$ cat config.mk
export PLATFORM = sky130hd
export DESIGN_NAME = fa12_share_ctrl
export DESIGN_NICKNAME = d
export VERILOG_FILES = /design/src/rtl/fa12_share_pkg.sv /design/src/rtl/fa12_share_ctrl_fa12.sv /design/src/rtl/fa12_share_ctrl_rr_arbiter.sv /design/src/rtl/fa12_share_ctrl.sv
export SDC_FILE = /design/constraint.sdc
export NUM_CORES = 1
export LEC_CHECK = 0
export CAP_MARGIN = 20
export CORE_AREA = 10 10 119 121
export DETAILED_ROUTE_END_ITERATION = 10
export DIE_AREA = 0 0 129 131
export HOLD_SLACK_MARGIN = 0.12
export PLACE_DENSITY = 0.75
export SLEW_MARGIN = 20
export SYNTH_ARGS = -nofsm -noshare
export SYNTH_HDL_FRONTEND = slang
export SYNTH_SLANG_ARGS = --single-unit
$ cat constraint.sdc
create_clock -name clk -period 6.3 [get_ports clk]
set_clock_uncertainty 0.1 [all_clocks]
set_input_delay 0.63 -clock clk [delete_from_list [all_inputs] [get_ports clk]]
set_output_delay 0.63 -clock clk [all_outputs]
set_load 0.01 [all_outputs]
$ cat src/rtl/fa12_share_pkg.sv
// Shared definitions for the FA12 sharing controller: FSM encodings and
// width helpers used by the top level and the round-robin arbiter.
package fa12_share_pkg;

   localparam int FA_W = 12;

   localparam logic [1:0] ST_IDLE = 2'd0;
   localparam logic [1:0] ST_CALC = 2'd1;
   localparam logic [1:0] ST_RESP = 2'd2;

   // Requester-index width; never narrower than one bit so N_REQ=1-like
   // corner cases still produce a legal vector.
   function automatic int id_w(input int n);
      int w;
      w = $clog2(n);
      return (w < 1) ? 1 : w;
   endfunction

endpackage

$ cat src/rtl/fa12_share_ctrl_fa12.sv
// Plain ripple-carry adder; the carry-out lands in the MSB of the sum.
module fa12 #(
   parameter int W = 12
) (
   input  logic [W-1:0] a_i,
   input  logic [W-1:0] b_i,
   output logic [W:0]   sum_o
);

   logic [W:0] c;

   assign c[0] = 1'b0;

   for (genvar i = 0; i < W; i++) begin : g_fa
      assign sum_o[i] = a_i[i] ^ b_i[i] ^ c[i];
      assign c[i+1]   = (a_i[i] & b_i[i]) | (c[i] & (a_i[i] ^ b_i[i]));
   end

   assign sum_o[W] = c[W];

endmodule

$ cat src/rtl/fa12_share_ctrl_rr_arbiter.sv
// Round-robin picker: first requester at or after ptr_i (wrapping), one-hot
// grant plus binary index. Nothing is granted while en_i is low.
module rr_arbiter
   import fa12_share_pkg::*;
#(
   parameter int N_REQ = 4,
   parameter int ID_W  = id_w(N_REQ)
) (
   input  logic [N_REQ-1:0] req_i,
   input  logic [ID_W-1:0]  ptr_i,
   input  logic             en_i,
   output logic [N_REQ-1:0] gnt_o,
   output logic [ID_W-1:0]  idx_o,
   output logic             vld_o
);

   logic [ID_W:0] j_c;

   // Walk from the farthest slot back to ptr_i so the nearest hit wins.
   always_comb begin
      gnt_o = '0;
      idx_o = '0;
      vld_o = 1'b0;
      j_c   = '0;
      if (en_i) begin
         for (int k = N_REQ - 1; k >= 0; k--) begin
            j_c = {1'b0, ptr_i} + (ID_W+1)'(k);
            if (j_c >= (ID_W+1)'(N_REQ)) begin
               j_c = j_c - (ID_W+1)'(N_REQ);
            end
            if (req_i[j_c[ID_W-1:0]]) begin
               gnt_o                   = '0;
               gnt_o[j_c[ID_W-1:0]]    = 1'b1;
               idx_o                   = j_c[ID_W-1:0];
               vld_o                   = 1'b1;
            end
         end
      end
   end

endmodule

$ cat src/rtl/fa12_share_ctrl.sv
// Shares one FA12 adder among N_REQ requesters: round-robin grant, registered
// operands, registered tagged sum, valid/ready on both sides.
module fa12_share_ctrl
   import fa12_share_pkg::*;
#(
   parameter int N_REQ = 4,
   parameter int W     = FA_W,
   parameter int CNT_W = 16,
   localparam int ID_W = id_w(N_REQ)
) (
   input  logic               clk,
   input  logic               rst_n,
   input  logic [N_REQ-1:0]   req_valid,
   output logic [N_REQ-1:0]   req_ready,
   input  logic [N_REQ*W-1:0] req_a,
   input  logic [N_REQ*W-1:0] req_b,
   output logic               rsp_valid,
   input  logic               rsp_ready,
   output logic [W:0]         rsp_sum,
   output logic [ID_W-1:0]    rsp_id,
   output logic               busy,
   output logic [CNT_W-1:0]   ops_done
);

   logic [1:0]       state_q, state_d;
   logic [ID_W-1:0]  ptr_q,   ptr_d;
   logic [W-1:0]     a_q,     a_d;
   logic [W-1:0]     b_q,     b_d;
   logic [ID_W-1:0]  gid_q,   gid_d;
   logic [W:0]       sum_q,   sum_d;
   logic [ID_W-1:0]  id_q,    id_d;
   logic             vld_q,   vld_d;
   logic [CNT_W-1:0] ops_q,   ops_d;

   logic             arb_en;
   logic [N_REQ-1:0] gnt;
   logic [ID_W-1:0]  gnt_idx;
   logic             gnt_vld;
   logic [W-1:0]     a_sel, b_sel;
   logic [W:0]       fa_sum;

   // Gating with rst_n keeps req_ready low while reset is held.
   assign arb_en = rst_n & ((state_q == ST_IDLE) |
                            ((state_q == ST_RESP) & rsp_ready));

   rr_arbiter #(
      .N_REQ (N_REQ),
      .ID_W  (ID_W)
   ) u_arb (
      .req_i (req_valid),
      .ptr_i (ptr_q),
      .en_i  (arb_en),
      .gnt_o (gnt),
      .idx_o (gnt_idx),
      .vld_o (gnt_vld)
   );

   always_comb begin
      a_sel = '0;
      b_sel = '0;
      for (int i = 0; i < N_REQ; i++) begin
         if (gnt[i]) begin
            a_sel = req_a[i*W +: W];
            b_sel = req_b[i*W +: W];
         end
      end
   end

   // The adder only ever sees the operand registers.
   fa12 #(.W(W)) u_fa12 (
      .a_i   (a_q),
      .b_i   (b_q),
      .sum_o (fa_sum)
   );

   always_comb begin
      state_d = state_q;
      ptr_d   = ptr_q;
      a_d     = a_q;
      b_d     = b_q;
      gid_d   = gid_q;
      sum_d   = sum_q;
      id_d    = id_q;
      vld_d   = vld_q;
      ops_d   = ops_q;
      case (state_q)
         ST_IDLE: begin
            if (gnt_vld) state_d = ST_CALC;
         end
         ST_CALC: begin
            sum_d   = fa_sum;
            id_d    = gid_q;
            vld_d   = 1'b1;
            state_d = ST_RESP;
         end
         ST_RESP: begin
            if (rsp_ready) begin
               vld_d   = 1'b0;
               ops_d   = ops_q + CNT_W'(1);
               state_d = gnt_vld ? ST_CALC : ST_IDLE;
            end
         end
         default: state_d = ST_IDLE;
      endcase
      if (gnt_vld) begin
         a_d   = a_sel;
         b_d   = b_sel;
         gid_d = gnt_idx;
         ptr_d = (gnt_idx == ID_W'(N_REQ - 1)) ? '0 : gnt_idx + ID_W'(1);
      end
   end

   always_ff @(posedge clk or negedge rst_n) begin
      if (!rst_n) begin
         state_q <= ST_IDLE;
         ptr_q   <= '0;
         a_q     <= '0;
         b_q     <= '0;
         gid_q   <= '0;
         sum_q   <= '0;
         id_q    <= '0;
         vld_q   <= 1'b0;
         ops_q   <= '0;
      end else begin
         state_q <= state_d;
         ptr_q   <= ptr_d;
         a_q     <= a_d;
         b_q     <= b_d;
         gid_q   <= gid_d;
         sum_q   <= sum_d;
         id_q    <= id_d;
         vld_q   <= vld_d;
         ops_q   <= ops_d;
      end
   end

   assign req_ready = gnt;
   assign rsp_valid = vld_q;
   assign rsp_sum   = sum_q;
   assign rsp_id    = id_q;
   assign busy      = (state_q != ST_IDLE);
   assign ops_done  = ops_q;

endmodule

## Yosys cells after proc, flatten, opt, wreduce, memory -nomap -nowiden

Cells that the tools add are included.

| storage, ports and cells | value |
|---|---|
| flip-flop bits (word level) | 62 |
| bits in latches | 0 |
| memory bits (writable) | 0 |
| bits in read-only memories | 0 |
| input port bits | 103 |
| output and inout bits | 37 |
| logic and storage cells | 159 |
| memories kept | 0 |

| cells by class | value |
|---|---|
| $add $sub $neg | 9 |
| $mul | 0 |
| divide/modulo/power cells | 0 |
| order comparisons | 12 |
| equal/unequal tests | 5 |
| shift operators | 0 |
| multiplexer cells | 54 |
| bitwise logic cells | 60 |
| reductions and logical operators | 10 |

Operators with widths:

| cell | count |
|---|---|
| $mux W12 | 8 |
| $mux W2 | 16 |
| $and A1 B1 Y1 | 25 |
| $xor A1 B1 Y1 | 23 |
| $mux W4 | 5 |
| $add A16 B1 Y16 const B | 1 |
| $mux W1 | 15 |
| $lt A2 B3 Y1 const B | 4 |
| $or A1 B1 Y1 | 12 |
| $ge A3 B3 Y1 const B | 3 |
| $bmux W1 S2 | 4 |
| $demux W1 S2 | 4 |
| $ge A2 B1 Y1 const B | 4 |
| $sub A2 B1 Y2 const B | 4 |
| $add A2 B2 Y3 const B | 2 |
| $pmux W2 S3 | 1 |
| $reduce_and A2 Y1 | 3 |
| $eq A2 B2 Y1 const B | 2 |
| $logic_and A1 B1 Y1 | 4 |
| $ne A2 B2 Y1 const B | 2 |
| $reduce_bool A2 Y1 | 2 |
| $add A2 B1 Y3 const B | 1 |
| $ge A2 B3 Y1 const B | 1 |
| $add A2 B1 Y2 const B | 1 |
| 3 further kinds | 3 |

## Depth between registers and ports, before layout

Gate-level depths: netlist of the first run.

| logic depth | value |
|---|---|
| depth after elaboration | 23 |
| depth in mapped cells | 16 |
| gate-level depth less buffers | 16 |

## By module

A second synthesis of the first run with hierarchy kept.

| unflattened totals | value |
|---|---|
| cell total of the unflattened synthesis | 394 |
| area, all modules | 3,945.0 µm² |

By module, submodules not included:

| module | instances | cells an instance | area an instance (µm²) | sequential area each (µm²) |
|---|---|---|---|---|
| fa12_share_ctrl | 1 | 307 | 3,138.0 | 1,551.5 |
| rr_arbiter | 1 | 65 | 536.8 | 0.0 |
| fa12 | 1 | 22 | 270.3 | 0.0 |

## Worst setup path after synthesis of the first run

OpenSTA, ideal clock, no wires.

| path | value |
|---|---|
| path type | reg2reg |
| start point | reg a_q[0] |
| end point | reg sum_q[11], in the netlist rsp_sum[11] |
| setup time | 0.083 ns |
| data arrival time | 4.762 ns |
| required time | 6.117 ns |
| slack | 1.355 ns |
| stages on the path, launching flop included | 17 |
| buffers on the path | 0 |
| period minus slack after synthesis | 4.945 ns |
| cells stage by stage | dfrtp_1 ha_1 inv_1 fa_1 inv_1 fa_1 fa_1 fa_1 fa_1 fa_1 fa_1 fa_1 fa_1 fa_1 inv_1 fa_1 o21ai_0 |

| on the way | value |
|---|---|
| cells in the longest elaborated chain, start to end | 22 |

Ends and longest elaborated chain:

| item | line | text |
|---|---|---|
| from (decl) | fa12_share_ctrl.sv:27 | `logic [W-1:0] a_q, a_d;` |
| from (signal assigned) | fa12_share_ctrl.sv:117 | `a_q <= '0;` |
| from (signal assigned) | fa12_share_ctrl.sv:127 | `a_q <= a_d;` |
| $and A1 B1 Y1 (2 in a row) | fa12_share_ctrl_fa12.sv:16 | `assign c[i+1] = (a_i[i] & b_i[i]) \| (c[i] & (a_i[i] ^ b_i[i]));` |
| $or A1 B1 Y1 | fa12_share_ctrl_fa12.sv:16 |  |
| $and A1 B1 Y1 | fa12_share_ctrl_fa12.sv:16 |  |
| $or A1 B1 Y1 | fa12_share_ctrl_fa12.sv:16 |  |
| $and A1 B1 Y1 | fa12_share_ctrl_fa12.sv:16 |  |
| $or A1 B1 Y1 | fa12_share_ctrl_fa12.sv:16 |  |
| $and A1 B1 Y1 | fa12_share_ctrl_fa12.sv:16 |  |
| $or A1 B1 Y1 | fa12_share_ctrl_fa12.sv:16 |  |
| [5 not listed] | -- |  |
| $or A1 B1 Y1 | fa12_share_ctrl_fa12.sv:16 |  |
| $and A1 B1 Y1 | fa12_share_ctrl_fa12.sv:16 |  |
| $or A1 B1 Y1 | fa12_share_ctrl_fa12.sv:16 |  |
| $and A1 B1 Y1 | fa12_share_ctrl_fa12.sv:16 |  |
| $or A1 B1 Y1 | fa12_share_ctrl_fa12.sv:16 |  |
| $and A1 B1 Y1 | fa12_share_ctrl_fa12.sv:16 |  |
| $or A1 B1 Y1 | fa12_share_ctrl_fa12.sv:16 |  |
| $xor A1 B1 Y1 | fa12_share_ctrl_fa12.sv:15 | `assign sum_o[i] = a_i[i] ^ b_i[i] ^ c[i];` |
| to (signal assigned) | fa12_share_ctrl.sv:130 | `sum_q <= sum_d;` |
| to (decl) | fa12_share_ctrl.sv:30 | `logic [W:0] sum_q, sum_d;` |

Every way passes these cells.
A chain may end at the register's enable or synchronous reset.

## Final worst setup path of the first run

Ends and elaborated chain as after synthesis.

==> summary.md, run 1 <==
| Metric | Value |
|---|---|
| Switching power | `1.018 mW` |
| RSZ-0062 raised after global routing | `false` |
| Final Critical Period | `5.239 ns` |
| Worst-path maximum fanout | `2` |
| Yosys top cell area share | `38.14%` |
| All-Layer GR Usage | `16.05%` |
| Hold Violations, Final | `0` |
| Dpl cell area | `5522 sq um` |
| Max Cap Viol | `0` |
| Logic pwr share | `52.7%` |
| Worst Tran Pin Value | `0.9680 ns` |
| Drt first pass iters | `4` |
| Crit Path Class | `flop to flop` |
| Register-to-register setup slack | `1.06 ns` |
| Post-synth EDFFs | `0` |
| Antenna cell count | `0` |
| Adder-Cell Fraction of Synth Area | `8.797%` |
| CTS tree | `yes` |
| Design Area, Final | `5837 sq um` |
| FF+latch count, synth | `62` |
| Rows | `40` |
| Synth Flop Type | `dfrtp_1` |
| CP dominant cell by count | `fa_1` |
| Hold buffers post-CTS | `1` |
| Crit path capture type | `flop` |
| WL/cell | `19.61 microns` |
| Clock Power Share | `20.2%` |
| YS warnings | `0` |
| Worst setup path start | `a_q[0]` |
| RD Place Congestion | `0.9527` |
| RR Startpoint | `a_q[0]` |
| WP data arrival | `5.37 ns` |
| Sw Share | `41.96%` |
| Leakage power | `2.370 nW` |
| Main area contributors after synthesis | `dfrtp_1 (38%), a311oi_2 (7.0%), nand2_1 (6.7%), fa_1 (5.4%), o221ai_1 (5.2%)` |
| Clock Sink Count | `62` |
| Clock Tree Root | `clkbuf_16` |
| Fmax | `0.1909 GHz` |
| Total power | `2.427 mW` |
| Flop pwr share | `27.1%` |
| Cell count after synthesis | `419` |
| Vias in the first global route | `3952` |
| Final design utilization | `49.42%` |
| Crit path to | `rsp_sum[11]` |
| WP buf/inv | `3` |
| Synthesized area | `4068 sq um` |
| Routed Antenna Nets | `0` |
| Synth Net Count | `544` |
| Post-Syn Area per Cell | `9.708 sq um` |
| Critical Path Stages | `16` |
| Power per cell area | `415.8 nW/um^2` |
| Critical Path Max Stage Delay | `0.42 ns` |
| Initial core utilization | `34.44%` |
| Total number of vias | `3818` |
| Cell family with most CP delay | `adder cells` |
| Reg-to-reg critical path endpoint | `rsp_sum[11]` |
| Hold crit path type | `flop to flop` |
| Final #Nets | `669` |
| Post_cts resized | `0` |
| Sequential share of the synthesized area | `38.14%` |
| Initial antenna violation count | `0` |
| VDD IR max | `196.9 uV` |
| Final setup vio count | `0` |
| Die Span Y | `131 microns` |
| Num ports | `140` |
| Final wirelength | `13650 microns` |
| WHS | `0.3700 ns` |
| First-pass GRT wire length | `21380 microns` |
| Number of CTS-inserted buffers | `9` |
| Clk Latency, worst-skew pair | `0.32 ns` |
| Syn-to-layout area delta | `43.49%` |
| Reg clk slew, reported paths | `0.05 ns` |
| Worst-case clock buffer depth | `2` |
| Crit-path cells | `ha_1 -> inv_1 -> fa_1 -> inv_1 -> fa_1 -> fa_1 -> fa_1 -> fa_1 -> fa_1 -> fa_1 -> fa_1 -> fa_1 -> fa_1 -> inv_1 -> fa_1 -> o21ai_0` |
| Drt initial violations | `298` |
| Slowest CP cell | `fa_1` |
| Fin. max-slew vios | `0` |
| Post-CTS Setup Bufs | `0` |
| Vias per cell | `5.486` |
| Port bufs | `139` |
| CP required | `6.43 ns` |
| Asr flop ratio synth | `100.0%` |
| Core footprint | `11810 sq um` |
| Critical path launch point type | `flop` |
| Slew HR | `35.47%` |
| Multiplexer share of the synthesized area | `3.014%` |
| Die area | `16900 sq um` |
| Die width | `129 microns` |
| Synth Area in Simple Gates | `12.95%` |
| Cell variety after synth | `47` |
| Outcome | `complete, no violations` |
| DRC viols | `0` |
| Main combinational cell family by area after synthesis | `compound AO/OA/AOI/OAI gates` |
| Post-DP HPWL | `10660 microns` |
| Post-synth top area cell | `dfrtp_1` |
| Synth Area in Compound Gates | `28.48%` |
| Largest net degree at the start of global routing | `60` |
| Fin crit share | `83.16%` |
| Worst R2R Path Depth | `16` |
| H-tree depth | `3` |
| GRT Residual Overflow | `0` |
| Share of layout cells above drive strength 1 | `10.02%` |
| Synth Area in XOR/XNOR | `3.230%` |
| Power Internal | `1.409 mW` |
| Sum of negative setup slack | `0 ns` |
layout make-up:
class	count	area, sq um
Sequential cell	62	1551
Tap cell	147	183.9
Clock buffer	12	256.5
Clock inverter	4	45.04
Inverter	16	60.06
Multi-Input combinational cell	310	2306
Fill cell	1060	5974
Timing Repair Buffer	145	1434
power by group through the flow:
stage	clock (mW)	combinational, mW	sequential (mW)
detailed placement	0	1.28	0.663
global placement	0	1.24	0.656
global route	0.515	1.41	0.677
finish	0.491	1.28	0.658
floorplan	0	0.875	0.645
CTS	0.497	1.28	0.659
registers in the layout, indices dropped and copies added, names as in the netlist:
register	flops
ops_done	16
rsp_sum	13
a_q	12
b_q	12
gid_q	2
ptr_q	2
rsp_id	2
state_q	2
rsp_valid	1
through the flow:
step	setup slack, ns	instances
after CTS	0.9078	696
after floorplan	1.355	419
final	1.061	696
after global placement	1.200	679
after global routing	0.8588	696
after detailed placement	1.105	679
cells by family (layout without fill, tap and decap cells):
family,after synthesis,count (layout)
AOI/OAI and AO/OA,146,146
DFF,62,62
and+or+nand+nor,120,120
adders and majority gates,22,22
xor gates and xnor gates,15,15
muxes,7,7
buffers and inverters,47,177
Yosys cell counts, types with 2 or more instances:
cell,n
a22oi_1,24
inv_2,2
xor2_1,8
o221ai_1,24
mux2_2,2
a21oi_1,28
dfrtp_1,62
inv_1,14
nand2_1,73
a221oi_1,2
a21o_1,3
ha_1,11
clkbuf_1,21
o21ai_0,8
xnor2_1,7
buf_6,4
nor2b_1,3
buf_4,2
a311oi_1,5
o21a_1,2
mux4_2,4
fa_1,11
buf_2,4
nand3b_1,3
nand3_1,10
nand2b_1,3
nor2_1,16
a311oi_2,19
o21ai_1,25
and2_1,2
cells in the final DEF, fill, tap and decap left out, types with 3 or more instances in the layout:
| cell | count |
|---|---|
| a21o_1 | 3 |
| a21oi_1 | 28 |
| a22oi_1 | 24 |
| a311oi_1 | 5 |
| a311oi_2 | 19 |
| buf_4 | 5 |
| clkbuf_16 | 9 |
| clkdlybuf4s50_1 | 138 |
| clkinv_2 | 3 |
| dfrtp_1 | 62 |
| fa_1 | 11 |
| ha_1 | 11 |
| inv_1 | 14 |
| mux4_2 | 4 |
| nand2_1 | 73 |
| nand3_1 | 10 |
| nand3b_1 | 3 |
| nor2_1 | 16 |
| nor2b_1 | 3 |
| o21ai_0 | 8 |
| o21ai_1 | 25 |
| o221ai_1 | 24 |
| xnor2_1 | 7 |
| xor2_1 | 8 |
routing by layer:
layer | global-route usage, % | wire length, microns | up-vias
li1 | - | - | 1805
met5 | 0 | 0 | -
met1 | 19.49 | 5700 | 1860
met3 | 4.190 | 970 | 12
met2 | 27.15 | 6812 | 141
met4 | 5.284 | 164 | 0
worst min path at each step:
stage                     slack, ns  depth (start not counted)      endpoint         start
final                          0.37                          1  ops_done[15]  ops_done[15]
after global routing           0.40                          1  ops_done[15]  ops_done[15]
after CTS                      0.38                          1  ops_done[15]  ops_done[15]
after detailed placement       0.35                          1     rsp_id[0]         rst_n
after global placement         0.35                          1     rsp_id[1]         rst_n
after floorplan                0.23                          0        a_q[0]         rst_n
Power figures use the tool's default switching activity.
==> run 2, diff against run 1 <==
clock period = 5.3 ns   (was 6.3 ns; I/O delays follow)
==> summary.md, run 2 (synthesized netlist as in run 1, its figures left out) <==
| Metric | Value |
|---|---|
| Outcome | `complete, no violations (unchanged)` |
| Leakage power | `2.389 nW (was 2.370 nW)` |
| Hold endpoint | `rsp_sum[8] (was ops_done[15])` |
| Number of CTS-inserted buffers | `9 (unchanged)` |
| Fin crit share | `96.03% (was 83.16%)` |
| Core footprint | `11810 sq um (unchanged)` |
| Critical Path Max Stage Delay | `0.40 ns (was 0.42 ns)` |
| Hold depth | `2 (was 1)` |
| Initial core utilization | `34.44% (unchanged)` |
| HP Start | `rsp_sum[8] (was ops_done[15])` |
| Worst-case clock buffer depth | `2 (unchanged)` |
| Design Area, Final | `5883 sq um (was 5837 sq um)` |
| Post-DP HPWL | `10620 microns (was 10660 microns)` |
| All-Layer GR Usage | `15.90% (was 16.05%)` |
| Dpl cell area | `5552 sq um (was 5522 sq um)` |
| Final setup vio count | `0 (unchanged)` |
| Crit path capture type | `flop (unchanged)` |
| Reg clk slew, reported paths | `0.05 ns (about the same)` |
| Clock Tree Root | `clkbuf_16 (unchanged)` |
| Syn-to-layout area delta | `44.63% (was 43.49%)` |
| Commonest non-fill, non-tap cell in the layout | `clkdlybuf4s50_1 (unchanged)` |
| Fmax | `0.1965 GHz (was 0.1909 GHz)` |
| Die Span Y | `131 microns (unchanged)` |
| Final Critical Period | `5.089 ns (was 5.239 ns)` |
| Crit-path cells | `ha_1 -> inv_1 -> fa_1 -> inv_1 -> fa_1 -> fa_2 -> fa_1 -> fa_1 -> fa_2 -> fa_1 -> fa_1 -> fa_1 -> fa_1 -> inv_1 -> fa_1 -> o21ai_0 (was ha_1 -> inv_1 -> fa_1 -> inv_1 -> fa_1 -> fa_1 -> fa_1 -> fa_1 -> fa_1 -> fa_1 -> fa_1 -> fa_1 -> fa_1 -> inv_1 -> fa_1 -> o21ai_0)` |
| Reg-to-reg critical path endpoint | `rsp_sum[11] (unchanged)` |
| VDD IR max | `266.4 uV (was 196.9 uV)` |
| Vias per cell | `5.526 (was 5.486)` |
| Drt initial violations | `308 (was 298)` |
| Worst Tran Pin Value | `1.040 ns (was 0.9680 ns)` |
| Die area | `16900 sq um (unchanged)` |
| Fin. max-slew vios | `0 (unchanged)` |
| Share of layout cells above drive strength 1 | `10.49% (was 10.02%)` |
| WP data arrival | `5.23 ns (was 5.37 ns)` |
| Hold Violations, Final | `0 (unchanged)` |
| Cell family with most CP delay | `adder cells (unchanged)` |
| Hold crit path type | `flop to flop (unchanged)` |
| Crit Path Class | `flop to flop (unchanged)` |
| Slew HR | `30.67% (was 35.47%)` |
| CTS tree | `yes (unchanged)` |
| Worst-path maximum fanout | `2 (unchanged)` |
| Clock Sink Count | `62 (unchanged)` |
| Post-CTS Setup Bufs | `0 (unchanged)` |
| Clk Latency, worst-skew pair | `0.33 ns (was 0.32 ns)` |
| DRC viols | `0 (unchanged)` |
| Final wirelength | `13640 microns (was 13650 microns)` |
| WL/cell | `19.49 microns (was 19.61 microns)` |
| Num ports | `140 (unchanged)` |
| Register-to-register setup slack | `0.21 ns (was 1.06 ns)` |
| Power per cell area | `501.4 nW/um^2 (was 415.8 nW/um^2)` |
| Die width | `129 microns (unchanged)` |
| Rows | `40 (unchanged)` |
| GRT Residual Overflow | `0 (unchanged)` |
| Routed Antenna Nets | `0 (unchanged)` |
| Initial antenna violation count | `0 (unchanged)` |
| Drt first pass iters | `5 (was 4)` |
| H-tree depth | `3 (unchanged)` |
| Critical path launch point type | `flop (unchanged)` |
| Slowest CP cell | `fa_1 (unchanged)` |
| Max reg flops | `16 (unchanged)` |
| Most frequent cells in the layout | `clkdlybuf4s50_1 (138), nand2_1 (73), dfrtp_1 (62), a21oi_1 (28), o21ai_1 (25) (unchanged)` |
| CP required | `5.44 ns (was 6.43 ns)` |
| RD Place Congestion | `0.8710 (was 0.9527)` |
| Max Cap Viol | `0 (unchanged)` |
| RSZ-0062 raised after global routing | `false (unchanged)` |
| Worst R2R Path Depth | `16 (unchanged)` |
| RR Startpoint | `a_q[0] (unchanged)` |
| Antenna cell count | `0 (unchanged)` |
| Port bufs | `139 (unchanged)` |
| First-pass GRT wire length | `21220 microns (was 21380 microns)` |
| Vias in the first global route | `3986 (was 3952)` |
| WP buf/inv | `3 (unchanged)` |
| Final #Nets | `673 (was 669)` |
| Sum of negative setup slack | `0 ns (unchanged)` |
| CP dominant cell by count | `fa_1 (unchanged)` |
| Total number of vias | `3868 (was 3818)` |
| Largest net degree at the start of global routing | `60 (unchanged)` |
run 2: report_power, final:
part           switching [mW]  leakage, nW  internal (mW)
clock                   0.196        0.157          0.422
sequential              0.155        0.806          0.630
combinational           0.875         1.43          0.672
total                    1.23         2.39           1.72
run 2: how the worst max path moves through the flow:
| stage | slack (ns) | cells past startpoint | start | to |
|---|---|---|---|---|
| 2_1_floorplan | 0.36 | 16 | a_q[0] | rsp_sum[11] |
| 3_3_place_gp | 0.19 | 16 | a_q[0] | rsp_sum[11] |
| 3_5_place_dp | 0.14 | 16 | a_q[0] | rsp_sum[11] |
| 4_1_cts | 0.13 | 16 | a_q[0] | rsp_sum[11] |
| 5_1_grt | 0.002 | 8 | ptr_q[0] | req_ready[2] |
| 6_report | 0.21 | 16 | a_q[0] | rsp_sum[11] |
run 2: what timing repair did:
item | 4_1_cts | 5_1_grt
gates resized for setup | 0 | 2
endpoints found under the setup margin | 0 | 1
hold buffers | 1 | 0
endpoints found under the hold margin | 3 | 0
run 2: stage by stage:
step / total power, mW / util, % / std cells / worst slack (ns) / hold WS (ns)
final: 2.950 / 49.81 / 700 / 0.2106 / 0.3726
after detailed placement: 2.329 / 47.00 / 683 / 0.1380 / 0.2549
after global routing: 3.158 / 49.81 / 700 / 0.002408 / 0.3975
after floorplan: 1.807 / - / 419 / 0.3554 / 0.1344
after CTS: 2.961 / 49.77 / 700 / 0.1334 / 0.3758
after global placement: 2.273 / 47.00 / 683 / 0.1947 / 0.2505
run 2: worst min-delay path, stage by stage, from the launching register on:
cell and delay [ns]:
dfrtp_1 0.34, nand2_1 0.05, nand2_1 0.05
run 2: cell type report:
type | instances | area [sq um]
well taps | 147 | 183.9
multi-input cells | 310 | 2307
inverters | 16 | 60.06
fillers | 1068 | 5928
clock inverters | 4 | 70.07
flip-flops and latches | 62 | 1551
clock buffers | 12 | 246.5
repair buffers | 149 | 1464
run 2: layer usage:
metal / track usage, % / up-vias / part of all wire, %
met3: 4.512 / 20 / 7.7
met4: 4.615 / 0 / 1.3
li1: - / 1817 / -
met2: 26.91 / 134 / 50
met1: 19.32 / 1897 / 41
met5: 0 / - / 0
